==> config.mk <==
export PLATFORM = sky130hd
export DESIGN_NAME = slot_reel_display
export DESIGN_NICKNAME = d
export VERILOG_FILES = /design/src/rtl/slot_reel_display_pkg.sv /design/src/rtl/slot_reel_display_seg7_decode.sv /design/src/rtl/slot_reel_display.sv
export SDC_FILE = /design/constraint.sdc
export NUM_CORES = 1
export LEC_CHECK = 0
export CORE_UTILIZATION = 44
export CTS_CLUSTER_DIAMETER = 30
export DETAILED_ROUTE_END_ITERATION = 10
export GPL_ROUTABILITY_DRIVEN = 0
export PLACE_DENSITY = 0.86
export SLEW_MARGIN = 20
export SYNTH_ARGS = -nofsm -noshare
export SYNTH_HDL_FRONTEND = slang
export SYNTH_SLANG_ARGS = --single-unit
==> constraint.sdc <==
create_clock -name clock -period 4 [get_ports clock]
set_clock_uncertainty 0.1 [all_clocks]
set_input_delay 0.8 -clock clock [delete_from_list [all_inputs] [get_ports clock]]
set_output_delay 0.8 -clock clock [all_outputs]
set_load 0.02 [all_outputs]
==> src/rtl/slot_reel_display_pkg.sv <==
// Shared types and constants for the slot reel display: FSM states,
// active-low 7-segment patterns and the reel digit field position.
package slot_pkg;

    typedef enum logic [1:0] {
        SPIN  = 2'd0,
        JUDGE = 2'd1,
        WIN   = 2'd2,
        LOSE  = 2'd3
    } state_e;

    localparam int DIGIT_LSB = 23;
    localparam int DIGIT_W   = 4;

    localparam logic [6:0] SEG_0     = 7'b1000000;
    localparam logic [6:0] SEG_1     = 7'b1111001;
    localparam logic [6:0] SEG_2     = 7'b0100100;
    localparam logic [6:0] SEG_3     = 7'b0110000;
    localparam logic [6:0] SEG_4     = 7'b0011001;
    localparam logic [6:0] SEG_5     = 7'b0010010;
    localparam logic [6:0] SEG_6     = 7'b0000010;
    localparam logic [6:0] SEG_7     = 7'b1111000;
    localparam logic [6:0] SEG_8     = 7'b0000000;
    localparam logic [6:0] SEG_9     = 7'b0010000;
    localparam logic [6:0] SEG_BLANK = 7'b1111111;

    // The reel counter sits on 10 for a single cycle before wrapping; show it as 0.
    function automatic logic [DIGIT_W-1:0] live_digit(input logic [DIGIT_W-1:0] field);
        return (field > 4'd9) ? 4'd0 : field;
    endfunction

endpackage

==> src/rtl/slot_reel_display_seg7_decode.sv <==
// Combinational BCD digit to active-low {g,f,e,d,c,b,a} segment decoder.
// Codes 10..15 produce a blank digit.
module seg7_decode
    import slot_pkg::*;
(
    input  logic [DIGIT_W-1:0] digit_i,
    output logic [6:0]         seg_o
);

    always_comb begin
        seg_o = SEG_BLANK;
        case (digit_i)
            4'd0:    seg_o = SEG_0;
            4'd1:    seg_o = SEG_1;
            4'd2:    seg_o = SEG_2;
            4'd3:    seg_o = SEG_3;
            4'd4:    seg_o = SEG_4;
            4'd5:    seg_o = SEG_5;
            4'd6:    seg_o = SEG_6;
            4'd7:    seg_o = SEG_7;
            4'd8:    seg_o = SEG_8;
            4'd9:    seg_o = SEG_9;
            default: seg_o = SEG_BLANK;
        endcase
    end

endmodule

==> src/rtl/slot_reel_display.sv <==
// Reel digit capture, round judging and multiplexed 3-digit display driver.
// Optional macro SLOT_BLINK_EN adds a blanking blink while in WIN.
module slot_reel_display
    import slot_pkg::*;
#(
    parameter int SCAN_DIV  = 50000,
    parameter int BLINK_DIV = 6250000
) (
    input  logic        clock,
    input  logic        reset,
    input  logic [31:0] reel0,
    input  logic [31:0] reel1,
    input  logic [31:0] reel2,
    input  logic        stop0,
    input  logic        stop1,
    input  logic        stop2,
    output logic [6:0]  seg,
    output logic [2:0]  an,
    output logic        win,
    output logic        lose
);

    localparam int SCAN_W = $clog2(SCAN_DIV);

    logic [2:0]              stop_raw;
    logic [2:0][DIGIT_W-1:0] live;
    logic [2:0][DIGIT_W-1:0] shown;
    logic [2:0]              sync1_q, sync2_q;
    logic [2:0]              lock_q, lock_d;
    logic [2:0][DIGIT_W-1:0] latched_q, latched_d;
    logic [SCAN_W-1:0]       scan_cnt_q, scan_cnt_d;
    logic [1:0]              idx_q, idx_d;
    logic                    scan_wrap;
    logic [DIGIT_W-1:0]      shown_sel;
    logic [6:0]              dec_seg;
    logic [6:0]              seg_q, seg_d;
    logic [2:0]              an_q, an_d;
    logic                    win_q, lose_q;
    logic                    blank;
    state_e                  state_q;

    logic unused_reel_bits;
    assign unused_reel_bits = ^{reel0[31:27], reel0[22:0],
                                reel1[31:27], reel1[22:0],
                                reel2[31:27], reel2[22:0]};

    assign stop_raw = {stop2, stop1, stop0};
    assign live[0]  = live_digit(reel0[DIGIT_LSB +: DIGIT_W]);
    assign live[1]  = live_digit(reel1[DIGIT_LSB +: DIGIT_W]);
    assign live[2]  = live_digit(reel2[DIGIT_LSB +: DIGIT_W]);

    // A reel locks once, on the first synchronized press; later presses are ignored.
    always_comb begin
        lock_d    = lock_q;
        latched_d = latched_q;
        shown     = live;
        for (int i = 0; i < 3; i++) begin
            if (!sync2_q[i] && !lock_q[i]) begin
                lock_d[i]    = 1'b1;
                latched_d[i] = live[i];
            end
            if (lock_q[i]) begin
                shown[i] = latched_q[i];
            end
        end
    end

    assign scan_wrap  = (scan_cnt_q == SCAN_W'(SCAN_DIV - 1));
    assign scan_cnt_d = scan_wrap ? '0 : scan_cnt_q + 1'b1;
    assign idx_d      = !scan_wrap ? idx_q : ((idx_q == 2'd2) ? 2'd0 : idx_q + 2'd1);

    always_comb begin
        case (idx_q)
            2'd0:    shown_sel = shown[0];
            2'd1:    shown_sel = shown[1];
            default: shown_sel = shown[2];
        endcase
    end

    seg7_decode u_decode (
        .digit_i (shown_sel),
        .seg_o   (dec_seg)
    );

`ifdef SLOT_BLINK_EN
    localparam int BLINK_W = (BLINK_DIV > 1) ? $clog2(BLINK_DIV) : 1;

    logic [BLINK_W-1:0] blink_cnt_q;
    logic               blink_on_q;

    // Blink timer runs only in WIN; the scan keeps going underneath the blank phase.
    always_ff @(posedge clock) begin
        if (reset) begin
            blink_cnt_q <= '0;
            blink_on_q  <= 1'b1;
        end else if (state_q == WIN) begin
            if (blink_cnt_q == BLINK_W'(BLINK_DIV - 1)) begin
                blink_cnt_q <= '0;
                blink_on_q  <= ~blink_on_q;
            end else begin
                blink_cnt_q <= blink_cnt_q + 1'b1;
            end
        end
    end

    assign blank = (state_q == WIN) && !blink_on_q;
`else
    localparam int unused_blink_div = BLINK_DIV;
    assign blank = 1'b0;
`endif

    assign seg_d = blank ? SEG_BLANK : dec_seg;
    assign an_d  = blank ? 3'b111 : ~(3'b001 << idx_q);

    always_ff @(posedge clock) begin
        if (reset) begin
            sync1_q    <= 3'b111;
            sync2_q    <= 3'b111;
            lock_q     <= '0;
            latched_q  <= '0;
            scan_cnt_q <= '0;
            idx_q      <= '0;
            seg_q      <= SEG_BLANK;
            an_q       <= 3'b111;
        end else begin
            sync1_q    <= stop_raw;
            sync2_q    <= sync1_q;
            lock_q     <= lock_d;
            latched_q  <= latched_d;
            scan_cnt_q <= scan_cnt_d;
            idx_q      <= idx_d;
            seg_q      <= seg_d;
            an_q       <= an_d;
        end
    end

    always_ff @(posedge clock) begin
        if (reset) begin
            state_q <= SPIN;
            win_q   <= 1'b0;
            lose_q  <= 1'b0;
        end else begin
            case (state_q)
                SPIN:    if (&lock_q) state_q <= JUDGE;
                JUDGE:   state_q <= ((latched_q[0] == latched_q[1]) &&
                                     (latched_q[1] == latched_q[2])) ? WIN : LOSE;
                default: state_q <= state_q;
            endcase
            win_q  <= (state_q == WIN);
            lose_q <= (state_q == LOSE);
        end
    end

    assign seg  = seg_q;
    assign an   = an_q;
    assign win  = win_q;
    assign lose = lose_q;

endmodule
* Word-level counts from Yosys, hierarchy flattened
Memories as Yosys holds them, arrays and structs flattened. A register that Yosys moved wholly into a read port is not among the register bits. Cells that the tools add are included.
Storage, ports and cells: flip-flop bits (word level) 46, latch bits 0, memory bits (writable) 0, bits in read-only memories 112, input port bits 101, output and inout port bits 12, memories 1
Operators by class: $add $sub $neg 2, multiply operators 0, divide/modulo/power cells 0, $lt $le $gt $ge 3, equality and inequality tests 9, shift-type cells 1, multiplexer cells 11, bitwise gates (word level) 1, reductions and logical operators 16
Memory list:
- (no name shown) | words 16, bits a word 7, read ports 1, clocked after memory_dff 1, write ports 0, RTL line slot_reel_display_seg7_decode.sv:12 | case (digit_i)
Operator list (count):
- $mux W4 | 6
- $add A16 B1 Y16 const B | 1
- $eq A16 B16 Y1 const B | 1
- $gt A4 B4 Y1 const B | 3
- $eq A4 B4 Y1 | 2
- $pmux W4 S2 | 1
- $eq A2 B2 Y1 const B | 3
- $logic_not A1 Y1 | 6
- $eq A2 B1 Y1 const B | 2
- $logic_and A1 B1 Y1 | 4
- $logic_not A2 Y1 | 2
- $mux W2 | 2
- $pmux W2 S2 | 1
- $not A3 Y3 | 1
- $reduce_and A3 Y1 | 1
- $shl A1 B2 Y3 const A | 1
- $add A2 B1 Y2 const B | 1
- $ne A2 B2 Y1 const B | 1
- $reduce_and A2 Y1 | 1
- $reduce_bool A2 Y1 | 1
- $reduce_or A2 Y1 | 1
- $mux W1 | 1

* Logic depth before layout (Yosys ltp)
depth in word-level cells 4, gate-level depth with buffers 8, depth with buffers taken out 7

* Hierarchy
A second synthesis with hierarchy kept.
Unflattened totals: cell total of the unflattened synthesis 293, area, all modules 2413.6 µm²
By module, submodules not included:
- slot_reel_display | times used 1, cells an instance 260, area each 2203.4 µm²
- seg7_decode | times used 1, cells an instance 33, area each 210.2 µm²

* Worst setup path before layout
OpenSTA, ideal clock, no wires.
path kind input port to flip-flop, start point input port reel1[26], end point register seg_q[1], in the netlist seg[1], arrival 2009 ps, required time 3786 ps, setup slack 1777 ps, stages on the path 6, path buffers 0, cells stage by stage o311a_1 -> o31a_1 -> ha_1 -> inv_1 -> o21ai_0 -> a21o_1
Between the ends: longest elaborated chain between the ends 4
RTL lines:
- start: declaration | RTL line slot_reel_display.sv:12 | input logic [31:0] reel1,
- $gt A4 B4 Y1 | RTL line slot_reel_display_pkg.sv:29 | return (field > 4'd9) ? 4'd0 : field;
- $mux W4 * | RTL line slot_reel_display_pkg.sv:29
- $mux W4 * | RTL line slot_reel_display.sv:62 | if (lock_q[i]) begin
- $pmux W4 S2 * | RTL line slot_reel_display.sv:73 | case (idx_q)
- end: declaration | RTL line slot_reel_display.sv:36 | logic [6:0] seg_q, seg_d;
Every way passes the cells marked *; elsewhere a longest branch is shown, timed or not. A chain may end at the register's enable or synchronous reset.

* Worst setup path after layout
start point input port reel2[26], end point register seg_q[4], in the netlist seg[4]
Between the ends: longest elaborated chain between the ends 4
RTL lines:
- start: declaration | RTL line slot_reel_display.sv:13 | input logic [31:0] reel2,
- $gt A4 B4 Y1 | RTL line slot_reel_display_pkg.sv:29
- $mux W4 * | RTL line slot_reel_display_pkg.sv:29
- $mux W4 * | RTL line slot_reel_display.sv:62
- $pmux W4 S2 * | RTL line slot_reel_display.sv:73
Marks and branches as above.

==> out/metrics.yaml <==
final_layout:
  fin_util: 0.544
  multiInputGateArea_um2: 1250
  nFillCells: 473
  antenna_cells: 0
  seqCellArea_um2: 1060
  fin_nets: 404
  drive_gt1_frac: 0.0705
  syn_to_final_growth_pct: 17.5
sta:
  tns_ps: 0
  period_share: 0.641
  max_freq_ghz: 0.390
  fin_crit_ps: 2560
  slew_headroom: 0.607
  worst_slew_pin_slew_ps: 590
  final-hold-violation-count: 0
  rsz0062_at_grt: "no"
  slew_violations: 0
  finalSetupViolations: 0
outcome:
  outcome: "finished, final reports clean"
power:
  clkPwrFrac: 0.317
  p_seq_frac: 0.563
  swShare: 0.264
  leakage_nw: 1.03
  p_sw_mw: 0.263
  power_mw: 0.995
  power_density_nw_per_um2: 352
  intPower_mw: 0.732
  combPwrFrac: 0.120
  peakVddDrop_mv: 0.275
flow_run:
  drv_cap: 0
floorplan:
  core_um2: 5200
  die_x_um: 76.0
  die_area_um2: 5770
  die_h_um: 76.0
  ios: 113
  start_util: 0.463
  std_cell_rows: 26
worst_setup_path:
  cp-end-kind: "register"
  crit_family: "buffers and inverters"
  slowest_stage: "clkdlybuf4s50_1"
  worstPathArrival_ps: 2710
  worstSetupPathType: "input pin to register"
  cp.buffers_inverters: 2
  crit_path_start_kind: "input pin"
  crit_fanout: 7
  slowest_delay_ps: 560
  required_ps: 4150
  path_cells: "clkdlybuf4s50_1 > nor3b_1 > o21ai_0 > o31a_1 > inv_1 > ha_1 > mux2_4 > a21oi_2"
route:
  wl_met1_um: 2080
  ant_nets: 0
  first_iter_violations: 92
  wl_per_cell_um: 13.0
  firstDrtPassIters: 4
  drcViolationCount: 0
  routed_wirelength_um: 4790
  top_layer: "met4"
  dr_wl_met2_um: 2450
  vias_per_cell: 5.43
  num_vias: 1997
  routed-wl-met3_um: 159
synth:
  yosysMostFrequentCell: "dfxtp_1"
  synth_nets: 379
  yosysSeqAreaShare: 0.441
  syn_area_um2: 2410
  yosys_warnings: 0
  synth.top_cells.by_count: "53 x dfxtp_1, 33 x nor2_1, 20 x o21ai_0"
  yosysUniqueCellTypes: 44
  synth_top_area_cell: "dfxtp_1"
  netlist.area_leader.share: 0.441
  synth_cells: 272
  synth_area_leaders: "dfxtp_1 44%, nor2_1 5.1%, o21ai_0 4.2%"
  async_reset_ff_frac: 0
  synth-seq-cells: 53
  avgSynthCellArea_um2: 8.86
  synth_edf_count: 0
  synth_ff_type: "dfxtp_1"
cts:
  cts-root-buf: "clkbuf_8"
  post_cts_buffers: 0
  clkTransAtPathRegs_ps: 100
  cts_inserted_buffers: 5
  cts-htree-levels: 2
  postCtsResizedCells: 0
  cts.path.max_buffers: 2
  hold_buffers: 0
  insertion_delay_ps: 310
  tritoncts: "yes"
  clock-sinks: 53
global_routing:
  grt_usage: 0.180
  grt_overflow_total: 0
  grt_pass1_wl_um: 8510
  antenna_found_initial: 0
  grt_pass1_vias: 1926
  grt_max_degree: 23
placed_design:
  port_buffers: 28
  hpwl_um: 3540
worst_hold_path:
  hold_class: "register to register"
[metrics by stage]
stage	hold slack [ps]	std cells	worst slack (ps)	cell area, µm²
final	324	368	1440	2830
after global placement	292	360	1140	2730
after detailed placement	303	360	1110	2730
after global routing	343	368	1310	2830
after CTS	328	368	1440	2830
after floorplan	289	272	1780	2410
[sequential cells by signal (all words and copies together), names as in the netlist]
name / cells
state_q: 2
seg: 7
win: 1
lock_q: 3
scan_cnt_q: 16
an: 3
lose: 1
sync1_q: 3
sync2_q: 3
idx_q: 2
latched_q: 12
[routing by layer]
layer	GRT usage	vias to the layer above
met5	0	-
met4	0.0673	0
met3	0.0323	10
met2	0.319	47
met1	0.215	936
li1	-	1004
[worst register-to-register path, cell delays in order (launching register included)]
cell	delay, ps
dfxtp_1	670
and4b_1	270
a31oi_1	140
o2111a_1	310
ha_1	190
inv_1	50
nor4_1	350
a21oi_2	40
[final timing paths]
kind | cells past startpoint | slack [ps] | start | end
max | 8 | 1440 | reel2[26] | seg[4]
max reg2reg | 7 | 1770 | idx_q[1] | seg[4]
min | 1 | 320 | sync1_q[2] | sync2_q[2]
min reg2reg | 1 | 320 | sync1_q[2] | sync2_q[2]
[placed cells by master, fill, tap and decap left out, types with 8 or more instances in the layout]
master            n
nand3_1          10
dfxtp_1          53
xnor2_1           8
a21oi_1          19
o21ai_0          20
nor2_1           33
inv_1            13
clkdlybuf4s50_1  28
nor3b_1           8
nand2_1          14
[power by group through the flow]
stage,combinational [mW],clock [mW],sequential (mW)
4_1_cts,0.120,0.326,0.560
5_1_grt,0.132,0.347,0.563
2_1_floorplan,0.0631,0,0.578
3_5_place_dp,0.120,0,0.573
3_3_place_gp,0.116,0,0.571
6_report,0.120,0.315,0.560
[layout make-up]
cell class	instances	area share
inverter	13	0.0172
multi-input combinational	195	0.441
timing repair buffer	29	0.102
clock inverter	3	0.00929
sequential	53	0.375
clock buffer	5	0.0243
tap	70	0.0310
[logic make-up after synthesis]
family / share of synthesized area
AOI/OAI and AO/OA: 0.161
xor gates and xnor gates: 0.0509
adders and majority gates: 0.0312
buffers and inverters: 0.0410
DFF: 0.441
muxes: 0.0229
and+or+nand+nor: 0.252
(Power assumes the default switching activity.)
